`src/rtl/reg_file_2r1w.sv`:
```
`default_nettype none
// ============================================================================
// reg_file_2r1w : two-read / one-write register file, optional zero register
//                 and same-cycle write-to-read forwarding.
// Revision 1.0
// ============================================================================
module reg_file_2r1w #(
  parameter int WIDTH    = 32,
  parameter int DEPTH    = 32,
  parameter int ADDR_W   = 5,
  parameter int ZERO_REG = 1,
  parameter int BYPASS   = 1
) (
  input  logic              clk,
  input  logic              reset_n,
  input  logic              we,
  input  logic [ADDR_W-1:0] wa,
  input  logic [WIDTH-1:0]  wd,
  input  logic [ADDR_W-1:0] ra,
  input  logic [ADDR_W-1:0] rb,
  output logic [WIDTH-1:0]  za,
  output logic [WIDTH-1:0]  zb
);

  logic [WIDTH-1:0] w_rd [DEPTH];
  logic [WIDTH-1:0] w_a_sel;
  logic [WIDTH-1:0] w_b_sel;
  logic             w_fwd;

  genvar gi;
  generate
    for (gi = 0; gi < DEPTH; gi++) begin : g_reg
      if ((ZERO_REG != 0) && (gi == 0)) begin : g_zero
        // Hard-wired zero: no storage, writes to address 0 simply vanish.
        assign w_rd[gi] = '0;
      end else begin : g_store
        logic [WIDTH-1:0] r_q;
        always_ff @(posedge clk) begin
          if (!reset_n)
            r_q <= '0;
          else if (we && (wa == ADDR_W'(gi)))
            r_q <= wd;
        end
        assign w_rd[gi] = r_q;
      end
    end
  endgenerate

  always_comb begin
    w_a_sel = '0;
    w_b_sel = '0;
    for (int i = 0; i < DEPTH; i++) begin
      if (ra == ADDR_W'(i)) w_a_sel = w_rd[i];
      if (rb == ADDR_W'(i)) w_b_sel = w_rd[i];
    end
  end

  // Forwarding only for a write that will actually land in storage.
  assign w_fwd = (BYPASS != 0) && reset_n && we &&
                 !((ZERO_REG != 0) && (wa == '0));

  assign za = (w_fwd && (ra == wa)) ? wd : w_a_sel;
  assign zb = (w_fwd && (rb == wa)) ? wd : w_b_sel;

endmodule
`default_nettype wire

```
`config.mk`:
```
export PLATFORM = sky130hd
export DESIGN_NAME = reg_file_2r1w
export DESIGN_NICKNAME = d
export VERILOG_FILES = /design/src/rtl/reg_file_2r1w.sv
export SDC_FILE = /design/constraint.sdc
export NUM_CORES = 2
export LEC_CHECK = 0
export ABC_AREA = 1
export BUFFER_PORTS_ARGS = -buffer_cell sky130_fd_sc_hd__buf_2
export CORE_ASPECT_RATIO = 1.25
export CORE_MARGIN = 1
export CORE_UTILIZATION = 54
export CTS_BUF_LIST = sky130_fd_sc_hd__clkbuf_8
export CTS_CLUSTER_DIAMETER = 100
export DETAILED_ROUTE_END_ITERATION = 10
export HOLD_SLACK_MARGIN = 0.15
export PLACE_DENSITY = 0.71
export RECOVER_POWER = 100
export SYNTH_ARGS = -nofsm -noshare
export SYNTH_HDL_FRONTEND = slang
export SYNTH_SLANG_ARGS = --single-unit
```
`constraint.sdc`:
```
create_clock -name clk -period 6.12 [get_ports clk]
set_input_delay 1.836 -clock clk [delete_from_list [all_inputs] [get_ports clk]]
set_output_delay 1.836 -clock clk [all_outputs]
set_load 0.01 [all_outputs]
```
### After elaboration in Yosys (flattened, before gate mapping)

Index checks and enable logic that the tools add are counted.
Widths: inputs -> output; s select.

| word-level totals | value |
|---|---|
| bits in registers | 992 |
| output and inout bits | 64 |
| word-level logic and storage cells | 227 |

| cells by class | value |
|---|---|
| equal/unequal tests | 95 |
| muxes and demuxes | 64 |
| reduce and logical (&&, ||, !) cells | 37 |

Operators by type and width:

| kind | number |
|---|---|
| $mux 32 | 64 |
| $eq 5x5->1 const B | 48 |
| $eq 5x4->1 const B | 24 |
| $eq 5x3->1 const B | 12 |
| $logic_and 1x1->1 | 35 |
| $eq 5x2->1 const B | 6 |
| $eq 5x1->1 const B | 3 |
| $eq 5x5->1 | 2 |
| $logic_not 5->1 | 1 |
| $logic_not 1->1 | 1 |

### Depth between registers and ports, before layout

| depth | value |
|---|---|
| depth after elaboration | 33 |
| gate-level depth with buffers | 24 |

### Worst setup path after synthesis

No wires, ideal clock.

| timing path | value |
|---|---|
| path type | input-to-output |
| start point | input port rb[2] |
| end point | output port zb[6] |
| arrival time | 3.773 ns |
| required time | 4.284 ns |
| setup slack | 0.511 ns |
| stages | 23 |
| path buffers | 2 |
| path through | buf_2 nor2_2 nand2_1 nor2_1 buf_2 nand2_1 nand2_1 nor2_1 nand4_1 nand2_1 nand4_1 nor2_1 nand4_1 nor2_1 nand4_1 nor2_1 nand4_1 nor2_1 nand4_1 nor2_1 nand4_1 nand2_1 nand2_1 |

| between the ends | value |
|---|---|
| word-level cells in the longest chain between the ends | 33 |
| elaborated cells between the ends (all ways) | 65 |
| those cells by class | eq/ne (32); mux (32); reduce/logical (1) |

RTL lines:

| item | RTL line | RTL |
|---|---|---|
| from (decl) | 20 | `input logic [ADDR_W-1:0] rb,` |
| $eq 5x1->1 | 54 | `if (rb == ADDR_W'(i)) w_b_sel = w_rd[i];` |
| $mux 32 (31 in series) | 54 |  |
| $mux 32 (*) | 63 | `assign zb = (w_fwd && (rb == wa)) ? wd : w_b_sel;` |
| to (decl) | 22 | `output logic [WIDTH-1:0] zb` |

Mark *: on every way between the ends. The rest lies on a longest branch, timed or not.

### Final worst setup path

| timing path | value |
|---|---|
| start point | input port rb[0] |
| end point | output port zb[25] |

The elaborated chain is that of the path after synthesis.

==> run_results.csv <==
group,metric,value,unit
critical_path,endpoint_kind,"output pin",
critical_path,critPathMaxStageDelay,0.27,ns
die,core.rowCount,125,
synth,synthCells,8115,
pwr,switching_share,27.60,%
timing,relSlewSlack,-94.57,%
pwr,power_frac_seq,47.8,%
timing,tightest_slew,2.919,ns
pwr,cellInternalPower,9.940,mW
run,cap_violations,19,
critical_path,slowest_stage,"nor2_2",
pwr,power_frac_clock,43.1,%
layout,area_delta_synth_final,18.44,%
clock_network,root_buffer,"clkbuf_8",
timing,setup_slack,-0.8364,ns
synth,yosysWarnings,0,
synth,synth.distinct_cells,26,
critical_path,r2r-end,"g_reg[20].g_store.r_q[21]$_SDFFE_PN0P_",
route,avgViaCountPerCell,6.017,
synth,syn_nets,8165,
layout,largest_reg_flops,992,
pwr,vdd_drop_max,158.3,µV
critical_path,criticalPathCategory,"primary input to output pin",
die,dieArea,94980,µm²
synth,yosysTopAreaCell,"dfxtp_1",
layout,regMostFlops,"g.g_store.r_q",
clock_network,cts_buffers,162,
die,core_area,92900,µm²
route,wl_per_cell,22.12,µm
clock_network,clkTransAtPathRegs,0.06,ns
global_routing,grt_pass1_wl,315400,µm
critical_path,crit_path_max_fanout,5,
route,dr.pass1.iters,9,
critical_path,arrival,5.12,ns
synth,synth-seq-cells,992,
synth,yosys-top-cells-area,"dfxtp_1 (39%), nand2_1 (16%), a21oi_1 (11%)",
global_routing,grt_overflow,0,
critical_path,cpMostUsedCell,"nand4_1",
pwr,power_frac_comb,9.1,%
clock_network,cts_tree,"yes",
critical_path,cp.required,4.28,ns
die,ios,114,
timing,rsz0062_at_grt,"yes",
route,num_vias,57862,
timing,final-setup-viol-count,64,
status,outcome,"finished, violations left",
layout,num-nets-final,8324,
route,drcViolationCount,0,
route,wl,212800,µm
layout,final_cells,9617,
pwr,p_sw,3.790,mW
die,start_util,54.49,%
synth,yosysSeqAreaShare,39.23,%
global_routing,grt_max_degree,130,
critical_path,r2r_cells,2,
place,io_buffer_count,113,
clock_network,clockBufferDepth,3,
pwr,totalPowerFinal,13.73,mW
timing,slew_violations,942,
timing,hold_viol_final,0,
global_routing,grt_pass1_vias,52441,
min_path,min_path_type,"flop to flop",
route,final_antenna_net_count,0,
timing,tns,-38.37,ns
place,place_congestion,1.018,
layout,most-common-layout-cells,"nand2_1 (2,157), a21oi_1 (1,049), dfxtp_1 (992)",
synth,netlist.area_leader.share,39.23,%
pwr,p_leak,21.67,nW
timing,max_freq,0.1438,GHz
critical_path,endpoint,"zb[25]",
synth,postSynthAreaPerCell,6.238,µm²
die,die_x,275.9,µm
route,drt_iter0_markers,7173,
critical_path,r2r-start,"g_reg[20].g_store.r_q[21]$_SDFFE_PN0P_",
pwr,powerDensity,229.0,nW/µm²
timing,fin_crit_sh,113.7,%
die,fp.dieH,344.3,µm
global_routing,antenna_found_initial,8,
layout,final_common_cell,"nand2_1",
clock_network,clock_sinks,992,
synth,synth.cell_area,50620,µm²
timing,period_needed,6.956,ns
timing,fin_skew,0,ns
place,post-place-ws,-0.9689,ns
clock_network,worstSkewPairLatency,0.83,ns
place,dp_hpwl,142800,µm
global_routing,track_usage,43.48,%
critical_path,startpoint_type,"primary input",
critical_path,r2r_setup_slack,5.35,ns
status,violations,"capacitance limit, slew limit, setup timing",
layout,top_regs,"g.g_store.r_q: 992 flops",
place,dp.cells,9252,
critical_path,cp-startpoint,"rb[0]",
clock_network,cts.htree.levels,4,
layout,final_layout_size_suffix_gt1_share,14.04,%
-- cell families (layout without fill, tap and decap cells) --
logic type | count (synthesis) | count (layout) | synth area share, %
AND/OR/NAND/NOR | 4131 | 4132 | 34.23
AO/OA/AOI/OAI | 1688 | 1688 | 16.71
buffers and inverters | 1298 | 1585 | 9.723
flip-flops | 992 | 992 | 39.23
XOR/XNOR | 6 | 6 | 0.1038
other | 0 | 8 | 0
-- worst max-delay path, delay by kind of cell --
family | cells | cell delay, ns
buffers and inverters | 6 | 0.65
and+or+nand+nor | 19 | 2.61
-- power groups by stage --
stage	clock, mW	sequential, mW	combinational [mW]
finish	5.92	6.57	1.25
global route	6.23	6.57	1.30
CTS	5.94	6.56	1.19
detailed placement	0	6.71	1.13
global placement	0	6.70	1.12
floorplan	0	6.70	0.597
-- Yosys cell counts, drive strengths merged --
master      n
o2111ai     2
o22ai       1
clkinv      4
nand2    2225
xor2        6
nand4     437
o21ai     620
buf        46
nor4        2
dfxtp     992
a21oi    1064
nor3       39
nand3     501
nor2      923
or2         4
clkbuf    610
inv       638
o311ai      1
-- metal layers --
| metal | wire length, µm | part of all wire, % | global-route usage (%) | vias up |
|---|---|---|---|---|
| met4 | 16710 | 7.9 | 31.43 | 2 |
| met1 | 78410 | 37 | 52.59 | 26536 |
| met3 | 22920 | 11 | 9.336 | 929 |
| li1 | - | - | - | 26733 |
| met5 | 14 | 0.0066 | 0 | - |
| met2 | 94710 | 45 | 68.14 | 3662 |
-- timing repair --
action	in CTS	in global routing
buffers inserted	45	19
pin swaps	117	180
gates resized for setup	295	132
cloned	5	2
endpoints found under the hold margin	0	0
hold buffers	0	0
endpoints found under the setup margin	64	64
-- how the worst min path moves through the flow --
| stage | cells after the start | start | endpoint | slack [ns] |
|---|---|---|---|---|
| after global routing | 2 | g_reg[12].g_store.r_q[31]$_SDFFE_PN0P_ | g_reg[12].g_store.r_q[31]$_SDFFE_PN0P_ | 0.48 |
| after CTS | 2 | g_reg[28].g_store.r_q[12]$_SDFFE_PN0P_ | g_reg[28].g_store.r_q[12]$_SDFFE_PN0P_ | 0.46 |
| after global placement | 2 | g_reg[16].g_store.r_q[13]$_SDFFE_PN0P_ | g_reg[16].g_store.r_q[13]$_SDFFE_PN0P_ | 0.45 |
| after floorplan | 2 | g_reg[16].g_store.r_q[21]$_SDFFE_PN0P_ | g_reg[16].g_store.r_q[21]$_SDFFE_PN0P_ | 0.44 |
| after detailed placement | 2 | g_reg[28].g_store.r_q[12]$_SDFFE_PN0P_ | g_reg[28].g_store.r_q[12]$_SDFFE_PN0P_ | 0.45 |
| final | 2 | g_reg[16].g_store.r_q[26]$_SDFFE_PN0P_ | g_reg[16].g_store.r_q[26]$_SDFFE_PN0P_ | 0.46 |
-- metrics by stage --
step                      hold WS, ns  util (%)  instance area, µm²
after floorplan                0.4369         -               50620
after global placement         0.4464     58.94               54760
after detailed placement       0.4522     58.94               54760
after CTS                      0.4614     64.00               59460
after global routing           0.4822     64.52               59940
final                          0.4615     64.54               59960
-- area by class of cell --
class | instances | area, µm²
multi-input cells | 5826 | 27020
clock inverters | 82 | 370.4
diodes | 8 | 20.02
fillers | 8732 | 32950
well taps | 1206 | 1509
repair buffers | 650 | 5817
flip-flops and latches | 992 | 19860
clock buffers | 211 | 2904
inverters | 642 | 2459
No activity file was read; power rests on OpenSTA's default activity.
